File: config.mk
export PLATFORM = sky130hd
export DESIGN_NAME = sync_reset_seq
export DESIGN_NICKNAME = d
export VERILOG_FILES = /design/src/rtl/sync_reset_seq.sv
export SDC_FILE = /design/constraint.sdc
export NUM_CORES = 1
export LEC_CHECK = 0
export ABC_AREA = 0
export CAP_MARGIN = 20
export CELL_PAD_IN_SITES_DETAIL_PLACEMENT = 0
export CELL_PAD_IN_SITES_GLOBAL_PLACEMENT = 2
export CORE_ASPECT_RATIO = 0.8
export CORE_MARGIN = 5
export CORE_UTILIZATION = 31
export CTS_CLUSTER_DIAMETER = 100
export DETAILED_ROUTE_END_ITERATION = 8
export GPL_ROUTABILITY_DRIVEN = 0
export PLACE_DENSITY = 0.7
export SLEW_MARGIN = 10
export SYNTH_ARGS = -nofsm -noshare
export SYNTH_HDL_FRONTEND = slang
export SYNTH_SLANG_ARGS = --single-unit
File: constraint.sdc
create_clock -name clk -period 1.65 [get_ports clk]
set_clock_uncertainty 0.05 [all_clocks]
set_input_delay 0.4125 -clock clk [delete_from_list [all_inputs] [get_ports clk]]
set_output_delay 0.4125 -clock clk [all_outputs]
set_load 0.01 [all_outputs]
File: src/rtl/sync_reset_seq.sv
// rtl/sync_reset_seq.sv - pad reset synchronizer and ordered per-channel reset release sequencer
// Channels release one at a time after a hold period; software requests restart the hold phase.
module sync_reset_seq #(
   parameter int NCH      = 3,
   parameter int N_SYNC   = 2,
   parameter int HOLD_CYC = 4,
   parameter int GAP_CYC  = 3
) (
   input  logic           clk,
   input  logic           ext_rst_n,
   input  logic           test_en,
   input  logic           sw_rst_req,
   output logic [NCH-1:0] rst_n,
   output logic           rst_done
);

   localparam int MAX_CYC = (HOLD_CYC > GAP_CYC) ? HOLD_CYC : GAP_CYC;
   localparam int CNT_W   = $clog2(MAX_CYC + 1);
   localparam int IDX_W   = (NCH > 1) ? $clog2(NCH) : 1;

   if (NCH < 1 || N_SYNC < 2 || HOLD_CYC < 1 || GAP_CYC < 1) begin : g_param_check
      $error("sync_reset_seq: illegal parameter value");
   end

   typedef enum logic [1:0] {
      ST_SYNC,
      ST_HOLD,
      ST_RELEASE,
      ST_DONE
   } state_e;

   logic [N_SYNC-1:0] sync_q;
   logic              sync_n;
   state_e            state_q, state_d;
   logic [CNT_W-1:0]  cnt_q, cnt_d;
   logic [IDX_W-1:0]  idx_q, idx_d;
   logic [NCH-1:0]    rst_n_q, rst_n_d;
   logic              done_q, done_d;
   logic              hold_last;

   always_ff @(posedge clk or negedge ext_rst_n) begin
      if (!ext_rst_n) begin
         sync_q <= '0;
      end else begin
         sync_q <= {sync_q[N_SYNC-2:0], 1'b1};
      end
   end

   assign sync_n = sync_q[N_SYNC-1];

   always_comb begin
      state_d   = state_q;
      cnt_d     = cnt_q;
      idx_d     = idx_q;
      rst_n_d   = rst_n_q;
      done_d    = done_q;
      hold_last = 1'b0;

      // The edge that observes sync_n already counts as the first hold cycle.
      case (state_q)
         ST_SYNC: begin
            if (sync_n) begin
               if (HOLD_CYC == 1) begin
                  hold_last = 1'b1;
               end else begin
                  state_d = ST_HOLD;
                  cnt_d   = CNT_W'(1);
               end
            end
         end
         ST_HOLD: begin
            if (cnt_q == CNT_W'(HOLD_CYC - 1)) begin
               hold_last = 1'b1;
            end else begin
               cnt_d = cnt_q + CNT_W'(1);
            end
         end
         ST_RELEASE: begin
            if (cnt_q == CNT_W'(GAP_CYC - 1)) begin
               rst_n_d = rst_n_q | (NCH'(1) << idx_q);
               cnt_d   = '0;
               if (idx_q == IDX_W'(NCH - 1)) begin
                  state_d = ST_DONE;
                  done_d  = 1'b1;
               end else begin
                  idx_d = idx_q + IDX_W'(1);
               end
            end else begin
               cnt_d = cnt_q + CNT_W'(1);
            end
         end
         ST_DONE: begin
         end
         default: state_d = ST_SYNC;
      endcase

      // Channel 0 leaves reset on the final hold edge; RELEASE then paces the rest.
      if (hold_last) begin
         rst_n_d = rst_n_q | NCH'(1);
         cnt_d   = '0;
         if (NCH == 1) begin
            state_d = ST_DONE;
            done_d  = 1'b1;
         end else begin
            state_d = ST_RELEASE;
            idx_d   = IDX_W'(1);
         end
      end

      if (sw_rst_req && state_q != ST_SYNC) begin
         state_d = ST_HOLD;
         cnt_d   = '0;
         idx_d   = '0;
         rst_n_d = '0;
         done_d  = 1'b0;
      end
   end

   always_ff @(posedge clk or negedge ext_rst_n) begin
      if (!ext_rst_n) begin
         state_q <= ST_SYNC;
         cnt_q   <= '0;
         idx_q   <= '0;
         rst_n_q <= '0;
         done_q  <= 1'b0;
      end else begin
         state_q <= state_d;
         cnt_q   <= cnt_d;
         idx_q   <= idx_d;
         rst_n_q <= rst_n_d;
         done_q  <= done_d;
      end
   end

   assign rst_n    = test_en ? {NCH{ext_rst_n}} : rst_n_q;
   assign rst_done = test_en ? ext_rst_n : done_q;

endmodule
# Word level (Yosys, flattened, before mapping)
# Cells that the tools add are included.
# op_classes
addsub	2
n_eq_ne	11
shifts	1
mux	29
bitwise	1
reduce_logical	16
# op_table
cell	count
3-bit 2-to-1 mux	10
2-bit 2-to-1 mux	10
4-bit inequality test (second input constant)	4
3-bit AND reduction	4
3-bit one-hot mux with 3 select lines	1
2-bit nonzero test	4
1-bit 2-to-1 mux	7
3-bit by 2-bit equality test with 1-bit output (second input constant)	2
3-bit nonzero test	2
5-bit nonzero test	1
2-bit equality test (second input constant)	2
2-bit one-hot mux with 2 select lines	1
4-bit AND reduction	1
4-bit nonzero test	1
3-bit by 1-bit adder with 3-bit output (second input constant)	1
3-bit by 2-bit inequality test with 1-bit output (second input constant)	1
3-bit bitwise OR	1
1-bit by 2-bit << shifter with 3-bit output (first input constant)	1
2-bit by 1-bit adder with 2-bit output (second input constant)	1
2-bit by 1-bit equality test with 1-bit output (second input constant)	1
2-bit logical NOT	1
2-bit by 1-bit inequality test with 1-bit output (second input constant)	1
2-bit AND reduction	1
1-bit logical AND	1
# word_totals
ff_bits	13
in_bits	4
out_inout_bits	4
elab_cells	67

# Longest topological paths before layout
# Gate-level depths: netlist (run 1).
# depth
depth_word	6
depth_mapped	7
mapped_depth_nobuf	6

# Worst setup path before layout (run 1)
# Ideal clock, no wire load.
# synth_path
path_type	reg-to-reg
from	register cnt_q[0]
to	register cnt_q[1]
setup_time_ns	0.095
arrival_ns	1.531
t_required_ns	1.505
slack_ns	-0.026
path_stages_with_launch	7
path_buffers	0
period_less_slack_ns	1.676
path_cell_list	dfrtp_1 ha_1 ha_1 nand2_1 nand2_1 or3b_1 o31ai_1
# synth_via
elab_chain_len	5
elab_cells_between_ends	14
cone_classes	1 x add/sub; 4 x eq/ne; 7 x mux; 2 x reduce/logical
# synth_lines
element	line	source
start: declaration	35	logic [CNT_W-1:0] cnt_q, cnt_d;
start signal: assignment	128	cnt_q <= cnt_d;
3-bit by 1-bit adder with 3-bit output (tied with other cells)	75, 89	
3-bit 2-to-1 mux (tied with other cells)	79	if (cnt_q == CNT_W'(GAP_CYC - 1)) begin
3-bit one-hot mux with 3 select lines or 1-bit 2-to-1 mux (tied branches)	60	case (state_q)
3-bit 2-to-1 mux (tied with other cells)	98	if (hold_last) begin
3-bit 2-to-1 mux or 3-bit AND reduction (tied branches)	-	
# Parallel ways exist; a longest one is shown, timed or not. The select of a mux whose other input is x is not followed.
# A chain may end at the register's enable or synchronous reset.

# Worst setup path after layout (run 1)
# layout_path
from	register state_q[0]
to	register cnt_q[1]
# layout_via
elab_chain_len	4
elab_cells_between_ends	13
cone_classes	4 x eq/ne; 4 x mux; 5 x reduce/logical
# layout_lines
element	line	source
start: declaration	34	state_e state_q, state_d;
start signal: assignment	127	state_q <= state_d;
2-bit by 1-bit equality test with 1-bit output (tied with other cells)	60	
1-bit 2-to-1 mux (tied with other cells)	60	
4-bit inequality test (no line) (tied with other cells)	-	
3-bit AND reduction (no line) or 3-bit 2-to-1 mux (tied branches)	-	
# Parallel ways exist; a longest one is shown, timed or not.

==> results of run 1 <==
==> Yosys cell counts <==
cell type and number:
a31oi_1 1, nor3b_1 1, mux2_2 1, and2b_1 2, xnor2_1 1, mux2i_1 2, nand2b_2 1, and2_1 1
a311oi_1 1, o22ai_2 1, ha_1 10, a21oi_2 1, conb_1 1, a2bb2oi_1 1, o21a_1 1, or3_1 1
o21ai_0 7, a222oi_1 1, buf_2 1, o211ai_1 1, a22o_1 2, nand2b_4 1, nor3_1 1, or3b_1 1
o21ai_1 1, nand2_1 9, nand2b_1 1, o31ai_1 3, a22oi_1 1, nand3_1 1, inv_1 10, a21oi_1 1
nor2_1 3, dfrtp_1 13
==> layout make-up <==
class | instances | share of cell area
Clock buffer | 3 | 0.0189
Clock inverter | 1 | 0.00421
Inverter | 10 | 0.0316
Multi-Input combinational cell | 61 | 0.464
Sequential cell | 13 | 0.274
Tap cell | 36 | 0.0379
Timing Repair Buffer | 27 | 0.169
==> metrics by stage <==
step / power, uW / instance area (sq um) / TNS [ns]
after floorplan: 678 / 835 / 0
after global placement: 869 / 1070 / -3.09
after detailed placement: 875 / 1070 / -3.19
after CTS: 1130 / 1110 / -0.0553
after global routing: 1320 / 1190 / -0.395
final: 1230 / 1190 / -0.0931
==> routing by layer <==
layer,vias to the layer above,track usage
met3,2,0.0424
li1,354,-
met1,337,0.169
met2,6,0.171
met5,-,0
met4,0,0.0173
==> cells in the final DEF, fill, tap and decap left out, types with 2 or more instances in the layout <==
cell type	count
buf_4	19
dfrtp_1	13
inv_1	8
o21ai_0	7
nand2_1	6
ha_1	5
ha_2	4
buf_2	4
nand2_2	3
nor2_1	3
clkbuf_4	3
inv_2	2
o31ai_4	2
mux2i_1	2
and2b_1	2
a22o_1	2
dlygate4sd2_1	2
==> report_power, final <==
| part | leakage, uW | total (uW) | switching, uW | internal (uW) |
|---|---|---|---|---|
| Clock | 0.0000177 | 211 | 121 | 90.1 |
| Combinational | 0.000330 | 617 | 292 | 325 |
| Sequential | 0.000169 | 401 | 37.3 | 364 |
| Total | 0.000517 | 1230 | 450 | 779 |
==> path summary, 6_finish.rpt <==
kind,slack [ns],cells past startpoint,end
hold reg to reg,0.31,0,sync_q[1]
min in group clk,0.31,0,sync_q[1]
max in group asynchronous,1.18,2,idx_q[1]
hold / removal,0.20,2,state_q[0]
setup / recovery,-0.05,6,cnt_q[1]
setup reg to reg,-0.05,6,cnt_q[1]
==> cell families after synthesis <==
group / count (synthesis) / synth area share
AOI/OAI and AO/OA: 23 / 0.197
and+or+nand+nor: 23 / 0.154
DFF: 13 / 0.393
buffers and inverters: 11 / 0.0514
adders and majority gates: 10 / 0.151
muxes: 3 / 0.0378
other: 1 / 0.00453
xor gates and xnor gates: 1 / 0.0106
==> sequential cells by signal, summed over array words and instances (netlist names) <==
signal,flops
cnt_q,3
rst_n_q,3
idx_q,2
state_q,2
sync_q,2
done_q,1
==> repair_timing <==
item	4_1_cts	5_1_grt
pin swaps	2	6
gates resized for setup	28	10
buffers inserted	0	3
setup endpoints to repair	8	9
hold endpoints to repair	0	0
gates cloned	0	0
==> flow_summary.json, run 1 <==
{
  "ctsRootBufferMaster": "clkbuf_4",
  "layout_setup_ws_ns": -0.0495,
  "rr_startpoint": "state_q[0]",
  "drive_above_1_share": 0.443,
  "vdd_drop_max_v": 0.000458,
  "met1_length_microns": 1030,
  "synth_fp_nets": 99,
  "crit_required_ns": 1.77,
  "cap_violations": 0,
  "port-buffer-count": 7,
  "postRouteAntennaNets": 0,
  "vias_per_cell": 4.63,
  "multiInputGateArea_sq_um": 552,
  "grt_pass1_wl_microns": 3340,
  "clock_sinks": 13,
  "core_sq_mm": 0.00250,
  "cts_buffer_depth": 2,
  "path_clk_slew_ns": 0.09,
  "dp_cells": 144,
  "critPathKind": "reg -> reg",
  "drt_pre_antenna_iters": 4,
  "ff_latch_area_sq_um": 325,
  "cts_max_level": 1,
  "grt_max_degree": 14,
  "nets": 130,
  "num_vias": 699,
  "finalHoldViolCount": 0,
  "crit_slowest_cell": "dfrtp_1",
  "finalMaxSlewViolations": 0,
  "setup.worst_path.start": "state_q[0]",
  "startpoint_type": "register",
  "start_util": 0.330,
  "final_cells": 151,
  "critPathMaxFanout": 6,
  "fin_crit_sh": 1.03,
  "grt_usage": 0.118,
  "synth_seq_cells": 13,
  "dieHeight_microns": 56.2,
  "critical_path.top_delay_family": "flip-flops",
  "arrival_ns": 1.82,
  "worst-path-buf-inv": 2,
  "post-route-util": 0.475,
  "status": "finished with violations",
  "route.met2.wl_microns": 923,
  "area_delta_synth_final_pct": 43.7,
  "critical_path.max_stage_delay_ns": 0.41,
  "syn_avg_cell_area_sq_um": 9.73,
  "rsz0062_at_grt": "yes",
  "worstPathCellList": "inv_2 > ha_2 > or3_4 > o22ai_4 > buf_6 > o31ai_4",
  "drc": 0,
  "die-area_sq_mm": 0.00381,
  "syn_inst": 85,
  "layout_min_cycle_time_ns": 1.70,
  "yosys-top-cells-area": "dfrtp_1 39%, ha_1 15%, inv_1 4.5%",
  "crit_path_end_kind": "register",
  "dr.max_layer_used": "met4",
  "hold_ws_ns": 0.196,
  "antenna_found_initial": 0,
  "io_pins": 8,
  "synth_largest_area_cell": "dfrtp_1",
  "clkLatencyLatePin_ns": 0.29,
  "fp.dieW_microns": 67.8,
  "synth_top_area_share": 0.393,
  "drt-total-wl_microns": 2000,
  "nFillCells": 245,
  "leakagePower_uw": 0.000517,
  "routedWlPerCell_microns": 13.2,
  "violations": "negative setup slack",
  "cts_inserted_buffers": 3,
  "syn_area_sq_um": 827,
  "setup_violations": 3,
  "cts_tree": "done",
  "wl_met3_microns": 42,
  "dp_hpwl_microns": 1500,
  "pre_cts_ws_ns": -0.526,
  "diodes": 0,
  "fmax_mhz": 588,
  "yosysWarnings": 0,
  "first_iter_violations": 37,
  "hold_class": "in -> async",
  "hold_buffers": 0,
  "yosysUniqueCellTypes": 34,
  "grt_pass1_vias": 722,
  "power_density_mw_per_mm2": 1030,
  "grt_overflow": 0,
  "synth-seq-area-share": 0.393,
  "num_rows": 16
}
Note: power is estimated with default switching activity, not from simulation.
==> inputs of run 2 (changes only) <==
--- a/config.mk
+++ b/config.mk
@@ -10,7 +10,6 @@
 export CELL_PAD_IN_SITES_DETAIL_PLACEMENT = 0
 export CELL_PAD_IN_SITES_GLOBAL_PLACEMENT = 2
 export CORE_ASPECT_RATIO = 0.8
-export CORE_MARGIN = 5
 export CORE_UTILIZATION = 31
 export CTS_CLUSTER_DIAMETER = 100
 export DETAILED_ROUTE_END_ITERATION = 8
==> run 2 against run 1 <==
Against the previous run:
- the run still ends with negative setup slack left
- die area decreased by 24%
- via count rose by 0.86%
- setup slack improved by 0.011 ns
- routed wire length is 2.5% lower
- sequential cell count is the same
- non-clock buffer count up 3
- clock-buffer cell count unchanged
- cell area increased by 2.7%
- critical path type unchanged
- largest power group unchanged
==> flow_summary.json, run 2 (synthesis results as in run 1) <==
{
  "grt_max_degree": 14,
  "area_delta_synth_final_pct": 47.7,
  "drive_above_1_share": 0.449,
  "fmax_mhz": 592,
  "switching_share": 0.360,
  "cp.depth": 6,
  "first_iter_violations": 42,
  "status": "finished with violations",
  "routedWlPerCell_microns": 12.7,
  "finalHoldViolCount": 0,
  "setup_violations": 2,
  "critPathMaxFanout": 6,
  "violations": "negative setup slack",
  "port-buffer-count": 7,
  "drt_pre_antenna_iters": 4,
  "power_density_mw_per_mm2": 1030,
  "cts_inserted_buffers": 3,
  "hold_class": "in -> async",
  "crit_slowest_cell": "dfrtp_1",
  "grt_overflow": 0,
  "arrival_ns": 1.81,
  "grt_usage": 0.146,
  "cts_buffer_depth": 2,
  "core_sq_mm": 0.00248,
  "combPwrFrac": 0.515,
  "nFillCells": 261,
  "crit_path_end_kind": "register",
  "p_clk_frac": 0.170,
  "r2r_setup_slack_ns": -0.04,
  "layout_min_cycle_time_ns": 1.69,
  "crit_required_ns": 1.77,
  "endpoint": "cnt_q[1]",
  "drc": 0,
  "leakagePower_uw": 0.000530,
  "dieHeight_microns": 48.2,
  "fp.dieW_microns": 59.8,
  "dp_hpwl_microns": 1480,
  "num_vias": 705,
  "postRouteAntennaNets": 0,
  "post-route-util": 0.492,
  "rsz0062_at_grt": "yes",
  "r2r_cells": 6,
  "ctsRootBufferMaster": "clkbuf_4",
  "clkLatencyLatePin_ns": 0.29,
  "start_util": 0.333,
  "final_common_cell": "buf_4",
  "cts_tree": "done",
  "hold_ws_ns": 0.195,
  "vias_per_cell": 4.58,
  "die-area_sq_mm": 0.00288,
  "critical_path.max_stage_delay_ns": 0.41,
  "path_clk_slew_ns": 0.10,
  "final_cells": 154,
  "critPathKind": "reg -> reg",
  "top_regs": "cnt_q: 3 flops, rst_n_q: 3 flops",
  "intPower_uw": 806,
  "power_uw": 1260,
  "io_pins": 8,
  "grt_pass1_vias": 620,
  "setup.worst_path.start": "state_q[0]",
  "worstPathCellList": "inv_2 > ha_2 > or3_4 > o22ai_4 > buf_6 > o31ai_4",
  "power_switching_uw": 453,
  "finalMaxSlewViolations": 0,
  "layout_common_cells": "21 x buf_4, 13 x dfrtp_1, 8 x inv_1, 7 x nand2_1, 7 x o21ai_0",
  "nets": 133,
  "dp_cells": 144,
  "layout_setup_ws_ns": -0.0381,
  "fin_crit_sh": 1.02,
  "grt_pass1_wl_microns": 2900,
  "startpoint_type": "register",
  "diodes": 0,
  "pwr-share-seq": 0.316,
  "clock_sinks": 13,
  "cap_violations": 0,
  "r2r_end": "cnt_q[1]",
  "cts_max_level": 1,
  "num_rows": 16,
  "fin_tns_setup_ns": -0.0580,
  "rr_startpoint": "state_q[0]",
  "drt-total-wl_microns": 1950,
  "worst-path-buf-inv": 2,
  "critical_path.top_delay_family": "flip-flops",
  "antenna_found_initial": 0,
  "vdd_drop_max_v": 0.000557
}
[run 2: cell count changes in the layout (fill, tap and decap cells not counted)]
cell             change
nand2_2              -1
ha_4                 -1
buf_4                +2
nand2_1              +1
buf_6                +1
clkdlybuf4s15_2      +3
ha_2                 +1
buf_2                -3
[run 2: cell type report]
type	count	area (sq um)	share of cell area
multi-input combinational	61	539	0.442
sequential	13	325	0.266
timing repair buffer	30	246	0.202
tap	36	45.0	0.0369
inverter	10	37.5	0.0307
clock buffer	3	22.5	0.0184
clock inverter	1	5.00	0.00410
[run 2: worst min-delay path by stage]
stage | from | to | cells past startpoint
floorplan | ext_rst_n | cnt_q[0] | 0
finish | ext_rst_n | state_q[0] | 2
global route | ext_rst_n | state_q[0] | 2
CTS | ext_rst_n | state_q[0] | 2
detailed placement | sync_q[0] | sync_q[1] | 0
global placement | sync_q[0] | sync_q[1] | 0
[run 2: per-layer routing]
| layer | global-route usage | vias up | share of wire |
|---|---|---|---|
| met4 | 0.0419 | 0 | 0.011 |
| met5 | 0 | - | 0 |
| met3 | 0.0584 | 2 | 0.037 |
| li1 | - | 363 | - |
| met2 | 0.204 | 11 | 0.42 |
| met1 | 0.208 | 329 | 0.54 |
[run 2: repair_timing]
action,CTS,global route
resized for setup,22,11
endpoints found under the hold margin,0,0
setup buffers,1,5
hold buffers,0,0
endpoints found under the setup margin,9,9
pin swaps,2,9
[run 2: through the flow]
step / area (sq um) / setup slack [ns]
CTS: 1130 / -0.0256
floorplan: 835 / 0.000166
detailed placement: 1070 / -0.505
global route: 1220 / -0.106
finish: 1220 / -0.0381
global placement: 1070 / -0.477
[run 2: worst reg2reg max path: stages, from the launching register on]
cell,delay (ns)
dfrtp_1,0.41
inv_2,0.07
ha_2,0.19
or3_4,0.40
o22ai_4,0.24
buf_6,0.15
o31ai_4,0.06
[run 2: power by group through the flow]
stage / Combinational (uW) / Sequential (uW) / Clock (uW)
2_1_floorplan: 270 / 408 / 0
3_3_place_gp: 464 / 405 / 0
3_5_place_dp: 465 / 405 / 0
4_1_cts: 523 / 399 / 219
5_1_grt: 711 / 406 / 237
6_report: 648 / 397 / 213
==> inputs of run 3 (changes only) <==
--- a/config.mk
+++ b/config.mk
@@ -10,12 +10,13 @@
 export CELL_PAD_IN_SITES_DETAIL_PLACEMENT = 0
 export CELL_PAD_IN_SITES_GLOBAL_PLACEMENT = 2
 export CORE_ASPECT_RATIO = 0.8
+export CORE_MARGIN = 2
 export CORE_UTILIZATION = 31
 export CTS_CLUSTER_DIAMETER = 100
 export DETAILED_ROUTE_END_ITERATION = 8
 export GPL_ROUTABILITY_DRIVEN = 0
+export HOLD_SLACK_MARGIN = 0.02
 export PLACE_DENSITY = 0.7
-export SLEW_MARGIN = 10
 export SYNTH_ARGS = -nofsm -noshare
 export SYNTH_HDL_FRONTEND = slang
 export SYNTH_SLANG_ARGS = --single-unit
==> run 3 against run 2 <==
Against the previous run:
- combinational power about the same
- core utilization up 2.6 points
- largest power group unchanged
- register-to-register slack about the same
- the run still ends with negative setup slack left
- maximum frequency down 0.83%
- critical path type unchanged
- global-route usage up 1.6 points
- routed wire length up 7.7%
==> flow_summary.json, run 3 (synthesis results as in run 1) <==
{
  "status": "finished with violations",
  "violations": "negative setup slack",
  "pre_cts_ws_ns": -0.504,
  "layout_setup_ws_ns": -0.0523,
  "finalHoldViolCount": 0,
  "dieHeight_microns": 50.2,
  "grt_pass1_wl_microns": 3640,
  "cp.depth": 6,
  "grt_pass1_vias": 758,
  "p_clk_frac": 0.169,
  "power_switching_uw": 466,
  "switching_share": 0.368,
  "worst-path-buf-inv": 1,
  "die-area_sq_mm": 0.00310,
  "r2r_setup_slack_ns": -0.05,
  "diodes": 0,
  "cts_buffer_depth": 2,
  "dp_hpwl_microns": 1480,
  "final_cells": 152,
  "r2r_end": "cnt_q[1]",
  "fin_tns_setup_ns": -0.111,
  "critical_path.top_delay_family": "simple AND/OR/NAND/NOR gates",
  "num_rows": 16,
  "nets": 131,
  "layout_common_cells": "16 x buf_4, 13 x dfrtp_1, 8 x inv_1, 7 x nand2_1, 6 x o21ai_0",
  "clkLatencyLatePin_ns": 0.29,
  "cts_tree": "done",
  "arrival_ns": 1.85,
  "layout_min_cycle_time_ns": 1.70,
  "rr_startpoint": "state_q[1]",
  "clock_sinks": 13,
  "combPwrFrac": 0.515,
  "vdd_drop_max_v": 0.000403,
  "drive_above_1_share": 0.491,
  "postRouteAntennaNets": 0,
  "critical_path.max_stage_delay_ns": 0.43,
  "crit_slowest_cell": "dfrtp_1",
  "vias_per_cell": 4.68,
  "endpoint": "cnt_q[1]",
  "fmax_mhz": 587,
  "num_vias": 712,
  "hold_class": "in -> async",
  "start_util": 0.333,
  "area_delta_synth_final_pct": 55.5,
  "power_density_mw_per_mm2": 983,
  "nFillCells": 253,
  "core_sq_mm": 0.00248,
  "cts_inserted_buffers": 3,
  "port-buffer-count": 7,
  "drt_pre_antenna_iters": 4,
  "setup_violations": 3,
  "intPower_uw": 799,
  "drt-total-wl_microns": 2100,
  "rsz0062_at_grt": "yes",
  "crit_required_ns": 1.79,
  "critPathMaxFanout": 6,
  "first_iter_violations": 35,
  "power_uw": 1260,
  "routedWlPerCell_microns": 13.8,
  "critPathKind": "reg -> reg",
  "pwr-share-seq": 0.316,
  "crit_path_end_kind": "register",
  "final_common_cell": "buf_4",
  "r2r_cells": 6,
  "fin_crit_sh": 1.03,
  "dp_cells": 144,
  "cts_max_level": 1,
  "startpoint_type": "register",
  "ctsRootBufferMaster": "clkbuf_4",
  "fp.dieW_microns": 61.8,
  "top_regs": "cnt_q: 3 flops, rst_n_q: 3 flops",
  "grt_usage": 0.163,
  "setup.worst_path.start": "state_q[1]",
  "grt_max_degree": 14,
  "io_pins": 8,
  "drc": 0,
  "antenna_found_initial": 0,
  "worstPathCellList": "buf_6 > ha_4 > or3_4 > o22ai_4 > nand2_1 > o31ai_2",
  "grt_overflow": 0,
  "cap_violations": 0,
  "finalMaxSlewViolations": 0,
  "leakagePower_uw": 0.000537,
  "hold_buffers": 0,
  "path_clk_slew_ns": 0.10
}
[run 3: changes by cell type in the layout (fill, tap and decap cells not counted), sizes merged]
cell	delta
buf	-1
dlygate4sd2	-1
[run 3: worst reg2reg max path, stage by stage, from the launching register on]
cell     delay [ns]
dfrtp_1        0.43
buf_6          0.14
ha_4           0.16
or3_4          0.40
o22ai_4        0.25
nand2_1        0.11
o31ai_2        0.07
[run 3: cell type report]
class	instances	area (sq um)	area share
Multi-Input combinational cell	61	613	0.477
Inverter	10	37.5	0.0292
Timing Repair Buffer	28	238	0.185
Clock buffer	3	22.5	0.0175
Tap cell	36	45.0	0.0350
Clock inverter	1	5.00	0.00389
Sequential cell	13	325	0.253
[run 3: how the worst min path moves through the flow]
| stage | startpoint | endpoint | slack (ns) |
|---|---|---|---|
| detailed placement | sync_q[0] | sync_q[1] | 0.29 |
| global route | ext_rst_n | cnt_q[1] | 0.20 |
| finish | ext_rst_n | state_q[0] | 0.19 |
| floorplan | ext_rst_n | cnt_q[0] | 0.07 |
| CTS | ext_rst_n | cnt_q[1] | 0.21 |
| global placement | sync_q[0] | sync_q[1] | 0.29 |
[run 3: through the flow]
| step | utilization | hold slack (ns) | cell area, sq um |
|---|---|---|---|
| floorplan | - | 0.0669 | 835 |
| global placement | 0.432 | 0.290 | 1070 |
| detailed placement | 0.432 | 0.288 | 1070 |
| CTS | 0.488 | 0.212 | 1210 |
| global route | 0.518 | 0.201 | 1290 |
| finish | 0.518 | 0.187 | 1290 |
[run 3: power groups by stage]
| stage | clock network (uW) | registers, uW | logic [uW] |
|---|---|---|---|
| finish | 213 | 400 | 651 |
| global route | 235 | 410 | 712 |
| CTS | 219 | 399 | 592 |
| detailed placement | 0 | 404 | 468 |
| global placement | 0 | 405 | 463 |
| floorplan | 0 | 408 | 270 |
[run 3: metal layers]
metal / track usage / vias up / part of all wire
met1: 0.226 / 344 / 0.51
met3: 0.0464 / 2 / 0.032
li1: - / 355 / -
met5: 0 / - / 0
met2: 0.253 / 11 / 0.46
met4: 0.0319 / 0 / 0.0057
[run 3: repair_timing]
action                                  CTS  global route
buffers inserted                          3             1
pin swaps                                 7             3
endpoints found under the setup margin    8            10
gates resized for setup                  34            17
